**config.mk**
```make
export PLATFORM = sky130hd
export DESIGN_NAME = jtag_tap_target
export DESIGN_NICKNAME = d
export VERILOG_FILES = /design/src/rtl/jtag_tap_target.sv
export SDC_FILE = /design/constraint.sdc
export NUM_CORES = 1
export LEC_CHECK = 0
export CORE_ASPECT_RATIO = 1.1
export CORE_MARGIN = 8
export CORE_UTILIZATION = 55
export DETAILED_ROUTE_END_ITERATION = 16
export DONT_BUFFER_PORTS = 1
export GPL_ROUTABILITY_DRIVEN = 0
export PLACE_DENSITY = 0.7
export SETUP_SLACK_MARGIN = 0.05
export SLEW_MARGIN = 20
export SYNTH_ARGS = -nofsm -noshare
export SYNTH_HDL_FRONTEND = slang
export SYNTH_SLANG_ARGS = --single-unit
```
**constraint.sdc**
```tcl
create_clock -name clk -period 6.11 [get_ports clk]
set_input_delay 0.611 -clock clk [delete_from_list [all_inputs] [get_ports clk]]
set_output_delay 0.611 -clock clk [all_outputs]
set_load 0.02 [all_outputs]
```
**src/rtl/jtag_tap_target.sv**
```systemverilog
// Target-side JTAG TAP: samples the host's tck/tms/tdi/trst in the clk domain and runs the
// 1149.1 state machine. It owns the IR and a parallel-load DR and strobes the debug controller.
module jtag_tap_target #(
    parameter int unsigned             IR_WIDTH     = 4,
    parameter int unsigned             DR_WIDTH     = 32,
    parameter logic [DR_WIDTH-1:0]     IDCODE_VALUE = DR_WIDTH'(32'h4e797a69),
    parameter logic [IR_WIDTH-1:0]     IDCODE_INST  = IR_WIDTH'(4'h1)
) (
    input  logic                clk,
    input  logic                reset,
    input  logic                jtag_tck,
    input  logic                jtag_tms,
    input  logic                jtag_tdi,
    input  logic                jtag_trst,
    output logic                jtag_tdo,
    output logic [IR_WIDTH-1:0] instruction,
    input  logic [DR_WIDTH-1:0] dr_capture_val,
    output logic                dr_capture,
    output logic                dr_update,
    output logic [DR_WIDTH-1:0] dr_update_val
);

    typedef enum logic [3:0] {
        TEST_LOGIC_RESET = 4'd0,
        RUN_TEST_IDLE    = 4'd1,
        SELECT_DR        = 4'd2,
        CAPTURE_DR       = 4'd3,
        SHIFT_DR         = 4'd4,
        EXIT1_DR         = 4'd5,
        PAUSE_DR         = 4'd6,
        EXIT2_DR         = 4'd7,
        UPDATE_DR        = 4'd8,
        SELECT_IR        = 4'd9,
        CAPTURE_IR       = 4'd10,
        SHIFT_IR         = 4'd11,
        EXIT1_IR         = 4'd12,
        PAUSE_IR         = 4'd13,
        EXIT2_IR         = 4'd14,
        UPDATE_IR        = 4'd15
    } tap_state_e;

    localparam logic [IR_WIDTH-1:0] BYPASS_INST = {IR_WIDTH{1'b1}};

    logic tck_s1_q, tck_s2_q, tck_d3_q;
    logic tms_s1_q, tms_s2_q;
    logic tdi_s1_q, tdi_s2_q;
    logic trst_s1_q, trst_s2_q;
    logic tck_rise_s, tck_fall_s;

    tap_state_e state_q, state_d;

    logic [IR_WIDTH-1:0] ir_shift_q, ir_shift_d;
    logic [IR_WIDTH-1:0] instruction_q, instruction_d;
    logic [DR_WIDTH-1:0] dr_shift_q, dr_shift_d;
    logic [DR_WIDTH-1:0] dr_update_val_q, dr_update_val_d;
    logic                tdo_q, tdo_d;
    logic                dr_capture_q, dr_capture_d;
    logic                dr_update_q, dr_update_d;
    logic                is_idcode_s, is_bypass_s;

    // Two-flop synchronizers of equal depth, plus a third tck flop for edge detection.
    always_ff @(posedge clk or posedge reset) begin
        if (reset) begin
            tck_s1_q  <= 1'b0;
            tck_s2_q  <= 1'b0;
            tck_d3_q  <= 1'b0;
            tms_s1_q  <= 1'b0;
            tms_s2_q  <= 1'b0;
            tdi_s1_q  <= 1'b0;
            tdi_s2_q  <= 1'b0;
            trst_s1_q <= 1'b0;
            trst_s2_q <= 1'b0;
        end else begin
            tck_s1_q  <= jtag_tck;
            tck_s2_q  <= tck_s1_q;
            tck_d3_q  <= tck_s2_q;
            tms_s1_q  <= jtag_tms;
            tms_s2_q  <= tms_s1_q;
            tdi_s1_q  <= jtag_tdi;
            tdi_s2_q  <= tdi_s1_q;
            trst_s1_q <= jtag_trst;
            trst_s2_q <= trst_s1_q;
        end
    end

    assign tck_rise_s  = tck_s2_q & ~tck_d3_q;
    assign tck_fall_s  = ~tck_s2_q & tck_d3_q;
    assign is_idcode_s = (instruction_q == IDCODE_INST);
    assign is_bypass_s = (instruction_q == BYPASS_INST);

    // TAP state register.
    always_ff @(posedge clk or posedge reset) begin
        if (reset) begin
            state_q <= TEST_LOGIC_RESET;
        end else begin
            state_q <= state_d;
        end
    end

    // TAP next-state logic; trst overrides any tck activity in the same cycle.
    always_comb begin
        state_d = state_q;
        if (trst_s2_q) begin
            state_d = TEST_LOGIC_RESET;
        end else if (tck_rise_s) begin
            case (state_q)
                TEST_LOGIC_RESET: state_d = tms_s2_q ? TEST_LOGIC_RESET : RUN_TEST_IDLE;
                RUN_TEST_IDLE:    state_d = tms_s2_q ? SELECT_DR        : RUN_TEST_IDLE;
                SELECT_DR:        state_d = tms_s2_q ? SELECT_IR        : CAPTURE_DR;
                CAPTURE_DR:       state_d = tms_s2_q ? EXIT1_DR         : SHIFT_DR;
                SHIFT_DR:         state_d = tms_s2_q ? EXIT1_DR         : SHIFT_DR;
                EXIT1_DR:         state_d = tms_s2_q ? UPDATE_DR        : PAUSE_DR;
                PAUSE_DR:         state_d = tms_s2_q ? EXIT2_DR         : PAUSE_DR;
                EXIT2_DR:         state_d = tms_s2_q ? UPDATE_DR        : SHIFT_DR;
                UPDATE_DR:        state_d = tms_s2_q ? SELECT_DR        : RUN_TEST_IDLE;
                SELECT_IR:        state_d = tms_s2_q ? TEST_LOGIC_RESET : CAPTURE_IR;
                CAPTURE_IR:       state_d = tms_s2_q ? EXIT1_IR         : SHIFT_IR;
                SHIFT_IR:         state_d = tms_s2_q ? EXIT1_IR         : SHIFT_IR;
                EXIT1_IR:         state_d = tms_s2_q ? UPDATE_IR        : PAUSE_IR;
                PAUSE_IR:         state_d = tms_s2_q ? EXIT2_IR         : PAUSE_IR;
                EXIT2_IR:         state_d = tms_s2_q ? UPDATE_IR        : SHIFT_IR;
                UPDATE_IR:        state_d = tms_s2_q ? SELECT_DR        : RUN_TEST_IDLE;
                default:          state_d = TEST_LOGIC_RESET;
            endcase
        end else begin
            state_d = state_q;
        end
    end

    // Shift registers, instruction, strobes and tdo; actions key off the pre-transition state.
    always_comb begin
        ir_shift_d      = ir_shift_q;
        dr_shift_d      = dr_shift_q;
        instruction_d   = instruction_q;
        dr_update_val_d = dr_update_val_q;
        tdo_d           = tdo_q;
        dr_capture_d    = 1'b0;
        dr_update_d     = 1'b0;
        if (trst_s2_q) begin
            instruction_d = IDCODE_INST;
        end else if (tck_rise_s) begin
            case (state_q)
                TEST_LOGIC_RESET: instruction_d = IDCODE_INST;
                CAPTURE_IR:       ir_shift_d    = {{(IR_WIDTH-1){1'b0}}, 1'b1};
                SHIFT_IR:         ir_shift_d    = {tdi_s2_q, ir_shift_q[IR_WIDTH-1:1]};
                UPDATE_IR:        instruction_d = ir_shift_q;
                CAPTURE_DR: begin
                    if (is_idcode_s) begin
                        dr_shift_d = IDCODE_VALUE;
                    end else if (is_bypass_s) begin
                        dr_shift_d = {DR_WIDTH{1'b0}};
                    end else begin
                        dr_shift_d   = dr_capture_val;
                        dr_capture_d = 1'b1;
                    end
                end
                SHIFT_DR: begin
                    // BYPASS behaves as a single-bit register living in bit 0.
                    if (is_bypass_s) begin
                        dr_shift_d = {dr_shift_q[DR_WIDTH-1:1], tdi_s2_q};
                    end else begin
                        dr_shift_d = {tdi_s2_q, dr_shift_q[DR_WIDTH-1:1]};
                    end
                end
                UPDATE_DR: begin
                    if (!is_idcode_s && !is_bypass_s) begin
                        dr_update_val_d = dr_shift_q;
                        dr_update_d     = 1'b1;
                    end else begin
                        dr_update_val_d = dr_update_val_q;
                    end
                end
                default: ir_shift_d = ir_shift_q;
            endcase
        end else if (tck_fall_s) begin
            if (state_q == TEST_LOGIC_RESET) begin
                instruction_d = IDCODE_INST;
            end else begin
                instruction_d = instruction_q;
            end
            case (state_q)
                SHIFT_DR: tdo_d = dr_shift_q[0];
                SHIFT_IR: tdo_d = ir_shift_q[0];
                default:  tdo_d = tdo_q;
            endcase
        end else if (state_q == TEST_LOGIC_RESET) begin
            instruction_d = IDCODE_INST;
        end else begin
            instruction_d = instruction_q;
        end
    end

    // Datapath and output registers.
    always_ff @(posedge clk or posedge reset) begin
        if (reset) begin
            ir_shift_q      <= {IR_WIDTH{1'b0}};
            dr_shift_q      <= {DR_WIDTH{1'b0}};
            instruction_q   <= IDCODE_INST;
            dr_update_val_q <= {DR_WIDTH{1'b0}};
            tdo_q           <= 1'b0;
            dr_capture_q    <= 1'b0;
            dr_update_q     <= 1'b0;
        end else begin
            ir_shift_q      <= ir_shift_d;
            dr_shift_q      <= dr_shift_d;
            instruction_q   <= instruction_d;
            dr_update_val_q <= dr_update_val_d;
            tdo_q           <= tdo_d;
            dr_capture_q    <= dr_capture_d;
            dr_update_q     <= dr_update_d;
        end
    end

    assign jtag_tdo      = tdo_q;
    assign instruction   = instruction_q;
    assign dr_capture    = dr_capture_q;
    assign dr_update     = dr_update_q;
    assign dr_update_val = dr_update_val_q;

endmodule

```
After elaboration in Yosys (flattened, before gate mapping)
Index checks and enable logic that the tools add are counted.
{ "op_classes": {"muxes": 34, "eq_ne": 18, "reduce_logical": 19, "bitwise_logic": 6} }
{ "op_table": {"columns": ["operator", "count"], "rows": [
  ["$mux W32", 3],
  ["$pmux W32 S2", 1],
  ["$pmux W4 S12", 1],
  ["$eq A4 B4 Y1 const B", 9],
  ["$mux W4", 9],
  ["$eq A4 B3 Y1 const B", 4],
  ["$pmux W4 S2", 2],
  ["$mux W1", 12],
  ["$reduce_and A4 Y1", 3],
  ["$eq A4 B1 Y1 const B", 2],
  ["$eq A4 B2 Y1 const B", 2],
  ["$reduce_bool A2 Y1", 4],
  ["$mux W2", 3],
  ["$mux W3", 2],
  ["$reduce_and A3 Y1", 2],
  ["$reduce_bool A3 Y1", 2],
  ["$logic_not A4 Y1", 1],
  ["$not A1 Y1", 4],
  ["$reduce_or A2 Y1", 2],
  ["$reduce_or A3 Y1", 1],
  ["$and A1 B1 Y1", 2],
  ["$logic_not A1 Y1", 2],
  ["$ne A2 B2 Y1 const B", 1],
  ["$pmux W1 S2", 1],
  ["2 further kinds", 2]
]} }
{ "totals": {"reg_bits": 88, "in_bits": 38, "output_inout_bits": 39, "elab_cells": 95} }

Depth between registers and ports, before layout
{ "depth": {"depth_word": 7, "depth_mapped": 7, "ltp_nobuf": 4} }

Worst setup path before layout
OpenSTA, ideal clock, no wires.
{ "synth_path": {"kind": "flip-flop to flip-flop", "from": "reg instruction_q[2] (netlist: instruction[2])", "to": "reg dr_update_val_q[10] (netlist: dr_update_val[10])", "t_arrival_ps": 1907, "required_time_ps": 5985, "period_less_slack_ps": 2032, "setup_ps": 125, "slack_ps": 4078, "path_buffers": 2, "stages_incl_launch_ff": 6, "path_cell_list": "dfrtp_1 > and4_1 > or4_1 > buf_2 > buf_6 > mux2_4"} }
{ "synth_via": {"elab_chain_len": 4, "elab_cells_between_ends": 6, "classes_between": "eq/ne (2); reduce/logical (4)"} }
{ "synth_rtl": {"columns": ["item", "line_no", "source"], "rows": [
  ["start: declaration", "53", "logic [IR_WIDTH-1:0] instruction_q, instruction_d;"],
  ["start signal: assignment", "206", "instruction_q <= instruction_d;"],
  ["$eq A4 B1 Y1 or $eq A4 B4 Y1 (tied branches)", "88, 89", null],
  ["$logic_not A1 Y1", "166", "if (!is_idcode_s && !is_bypass_s) begin"],
  ["$logic_and A1 B1 Y1 *", "166", null],
  ["$reduce_and A4 Y1 (no source line) *", null, null],
  ["end signal: assignment", "199", "dr_update_val_q <= {DR_WIDTH{1'b0}};"],
  ["end signal: assignment", "207", "dr_update_val_q <= dr_update_val_d;"],
  ["end: declaration", "55", "logic [DR_WIDTH-1:0] dr_update_val_q, dr_update_val_d;"]
]} }
Mark *: on every way between the ends. The rest lies on a longest branch, timed or not.
A chain may end at the register's enable or synchronous reset.

Worst setup path in the final report
{ "layout_path": {"from": "reg instruction_q[0] (netlist: instruction[0])", "to": "reg dr_update_val_q[28] (netlist: dr_update_val[28])"} }
Same word-level chain as after synthesis.

==> summary by stage <==
Detailed routing
The vias per cell is 6.101. The number of DRC markers after the initial detailed-route iteration is 119. The remaining design rule violation count is 0. The post-route antenna net violation count is 0. The final route contains roughly 2.5k vias. The total wire length is 8581 um. After detailed routing, the average wire length per cell comes to between 20 and 25 um.

The pre-antenna-repair detailed-routing pass consisted of 4 iterations.

Layout
Of the cells placed in the final design, the portion with a size suffix greater than 1 is 0.2280. The finished layout holds between 400 and 500 standard cells, fillers aside. The antenna diode instance count is 0. In the final design database the tool counted roughly 360 nets. Relative to the synthesized area, the layout overhead comes to 6.333%.

Power
Dividing total power by cell area gives a power density of around 260 mW/mm^2. The share of total power dissipated in sequential elements is 0.553. Of the total power, the clock network draws 0.418. The net switching component of the power is 0.2519 mW. After layout, the design draws a total of between 1 and 1.5 mW.

The leakage power is ~2.1 nW. The internal power of the cells is 0.8347 mW. The worst-case vdd ir drop is about 0.16 mV. The combinational power share is 0.030. Of the total power, the share spent switching nets is 0.2318.

Worst setup path
The category of the worst setup path launch point is a flop. The peak fanout along the critical path is 33. STA classifies the critical path endpoint as a flop. The data required time at the worst endpoint is 6360 ps.

The worst setup path is of the flop to flop kind. At the worst endpoint, the arrival time is between 3000 and 4000 ps.

STA
The worst pin sits at a relative slew slack of 0.3008. The number of endpoints failing setup at the final stage is 0. Of the available clock period, the critical path in the final layout requires 0.4747.

Setup repair after global routing left no endpoint under its margin. The worst clock skew is slightly below 10 ps. The final number of hold-violating endpoints was 0.

The final number of max-transition violations is 0. Derived from the worst setup path, the maximum achievable clock frequency is 0.3448 GHz. The shortest clock period the worst path allows after layout is around 2900 ps.

In the final timing run, aggregate negative setup slack is 0 ps. The pin slew with the least headroom to its limit is between 1000 and 1500 ps.

Placement
The HPWL after detailed placement is just under 6000 um. Once placement completed, the tool counted placed cells totaling 398. The number of I/O port buffers is 0.

Clocking
The number of setup buffers added after CTS is 0. The clock tree root buffer cell is sky130_fd_sc_hd__clkbuf_8. The number of clock sinks is 88.

The number of hold buffers added after CTS was 0. The total number of H-tree levels is 3. The register clock-pin slew on the reported worst setup and hold paths is ~90 ps. The source-to-sink clock delay at the later pin of the worst-skew pair is roughly 360 ps. The clock passes through at most 2 buffers. Post-CTS repair changed the size of 0 cells. TritonCTS built the clock tree. The number of CTS-inserted buffers is 9.

Global route
The total overflow left after global routing is 0. The initial antenna violation count was 0. Entering global routing, the biggest net connects 89 pins.

The via count of the first global-routing pass is 2486. Across every metal layer, demand over resource in global routing totals 0.1715. The first global-routing pass estimated between 10000 and 15000 um of wire.

Floorplanning
The area of the core region is between 0.007 and 0.008 sq mm. Measured along the y axis, the die boundary spans approximately 110 um. The horizontal die dimension is approximately 97 um. The floorplan step defined a die boundary enclosing slightly above 0.01 sq mm.

For this configuration, the core starts out at a cell density of 0.5668. Row generation in the floorplan step produced 32 rows. 77 I/O pins were placed.

Yosys
The number of different library cells used by synthesis comes to 42. The number of nets produced by synthesis is between 300 and 400. The cell accounting for the most synthesized area is sky130_fd_sc_hd__dfrtp_1. The count of flip-flops with a built-in enable after synthesis is 0. For this run, the leading register cell type out of synthesis is sky130_fd_sc_hd__dfrtp_1. The number of instances in the synthesized netlist is approximately 330.

The share of synthesized area occupied by flip-flops and latches is 0.5548. After synthesis the netlist holds a flip-flop and latch count of 88. After synthesis, the share of flip-flops with an asynchronous set or reset is 1.000. Of the post-synthesis cell area, the dominant cell type holds 0.5482. After synthesis, the most frequently instantiated cells are 87 x sky130_fd_sc_hd__dfrtp_1, 31 x sky130_fd_sc_hd__nand2_1, 29 x sky130_fd_sc_hd__mux2_4, 26 x sky130_fd_sc_hd__nor2_1, 22 x sky130_fd_sc_hd__inv_1. In the post-synthesis netlist, the cell with the most instances is sky130_fd_sc_hd__dfrtp_1. The average cell area after synthesis is about 12 sq um. Yosys printed 0 warnings. The synthesized netlist occupies a cell area of about 0.0040 sq mm. Ranked by total cell area, the synthesized netlist is headed by sky130_fd_sc_hd__dfrtp_1 55%, sky130_fd_sc_hd__mux2_4 11%, sky130_fd_sc_hd__mux2_2 5.1%.

Flow run
The tool flagged a number of max-cap violations equal to 0.

Status
The run finished with clean final reports.

Min path
The class of the worst hold path is input pin to flop.
-- power by group through the flow --
stage | registers, mW | clock network (mW) | logic [mW]
after CTS | 0.601 | 0.464 | 0.0329
final | 0.601 | 0.454 | 0.0321
after detailed placement | 0.612 | 0 | 0.0329
after floorplan | 0.605 | 0 | 0.0308
after global placement | 0.612 | 0 | 0.0318
after global routing | 0.602 | 0.491 | 0.0375
-- per-stage QoR --
| step | setup WS (ps) | hold slack, ps | area [sq um] | util |
|---|---|---|---|---|
| floorplan | 3222 | 331.2 | 3971 | - |
| global placement | 3357 | 332.3 | 3989 | 0.5693 |
| detailed placement | 3206 | 335.5 | 3991 | 0.5696 |
| CTS | 3209 | 259.2 | 4219 | 0.6021 |
| global route | 3054 | 241.5 | 4223 | 0.6027 |
| finish | 3210 | 274.9 | 4223 | 0.6027 |
-- cells by family after synthesis --
| kind of cell | synth area share |
|---|---|
| AO/OA/AOI/OAI | 0.1175 |
| flip-flops | 0.5548 |
| buffers and inverters | 0.04978 |
| multiplexers | 0.1607 |
| AND/OR/NAND/NOR | 0.1150 |
| XOR/XNOR | 0.002206 |
-- per-layer routing --
layer	GRT usage	vias up	share of wire
li1	-	1174	-
met5	0	-	0
met3	0.08235	11	0.087
met4	0.05941	0	0.015
met2	0.2614	73	0.49
met1	0.2072	1268	0.41
-- registers in the layout (all words and copies together) (netlist names) --
register,cells
dr_capture,1
dr_shift_q,32
dr_update,1
dr_update_val,32
instruction,4
ir_shift_q,4
jtag_tdo,1
state_q,4
tck_d3_q,1
tck_s1_q,1
tck_s2_q,1
tdi_s1_q,1
tdi_s2_q,1
tms_s1_q,1
tms_s2_q,1
trst_s1_q,1
trst_s2_q,1
-- area by class of cell --
type / count / area [sq um]
Timing Repair Buffer: 2 / 18.77
Fill cell: 551 / 2784
Tap cell: 85 / 106.4
Clock inverter: 7 / 103.9
Multi-Input combinational cell: 201 / 1583
Clock buffer: 9 / 123.9
Inverter: 22 / 83.83
Sequential cell: 88 / 2203
-- cell usage in the layout, fill, tap and decap left out, types with 2 or more instances in the layout --
cell type / count
sky130_fd_sc_hd__mux2_2: 18
sky130_fd_sc_hd__o21ai_0: 5
sky130_fd_sc_hd__a22o_1: 17
sky130_fd_sc_hd__nor4_1: 4
sky130_fd_sc_hd__mux2_4: 29
sky130_fd_sc_hd__nand3b_1: 2
sky130_fd_sc_hd__nand4_1: 2
sky130_fd_sc_hd__inv_1: 21
sky130_fd_sc_hd__nand2b_1: 3
sky130_fd_sc_hd__o22ai_1: 2
sky130_fd_sc_hd__nor3_1: 3
sky130_fd_sc_hd__nor2_1: 25
sky130_fd_sc_hd__bufinv_16: 2
sky130_fd_sc_hd__a211oi_1: 2
sky130_fd_sc_hd__nand3_1: 3
sky130_fd_sc_hd__dfrtp_1: 87
sky130_fd_sc_hd__clkinvlp_4: 2
sky130_fd_sc_hd__a31oi_1: 4
sky130_fd_sc_hd__a221oi_1: 17
sky130_fd_sc_hd__or3_1: 3
sky130_fd_sc_hd__nand2_1: 31
sky130_fd_sc_hd__a21oi_1: 9
sky130_fd_sc_hd__nor4b_1: 2
sky130_fd_sc_hd__clkbuf_8: 9
-- worst max-delay path: stages, from the launching register on --
cell                      delay [ps]
sky130_fd_sc_hd__dfstp_2         660
sky130_fd_sc_hd__nor4b_1         720
sky130_fd_sc_hd__or4_2           950
sky130_fd_sc_hd__mux2_2          420
-- final timing paths --
| check | slack [ps] | cells after the start | to | from |
|---|---|---|---|---|
| worst max-delay path | 3210 | 3 | dr_update_val[28] | instruction[0] |
| worst min-delay path | 270 | 0 | tck_s1_q | jtag_tck |
| worst max register to register | 3210 | 3 | dr_update_val[28] | instruction[0] |
| worst min register to register | 350 | 0 | tms_s2_q | tms_s1_q |
| max in group asynchronous | 5240 | 2 | tck_s2_q | reset |
| min in group asynchronous | 320 | 2 | dr_capture | reset |
Power figures use the tool's default switching activity.
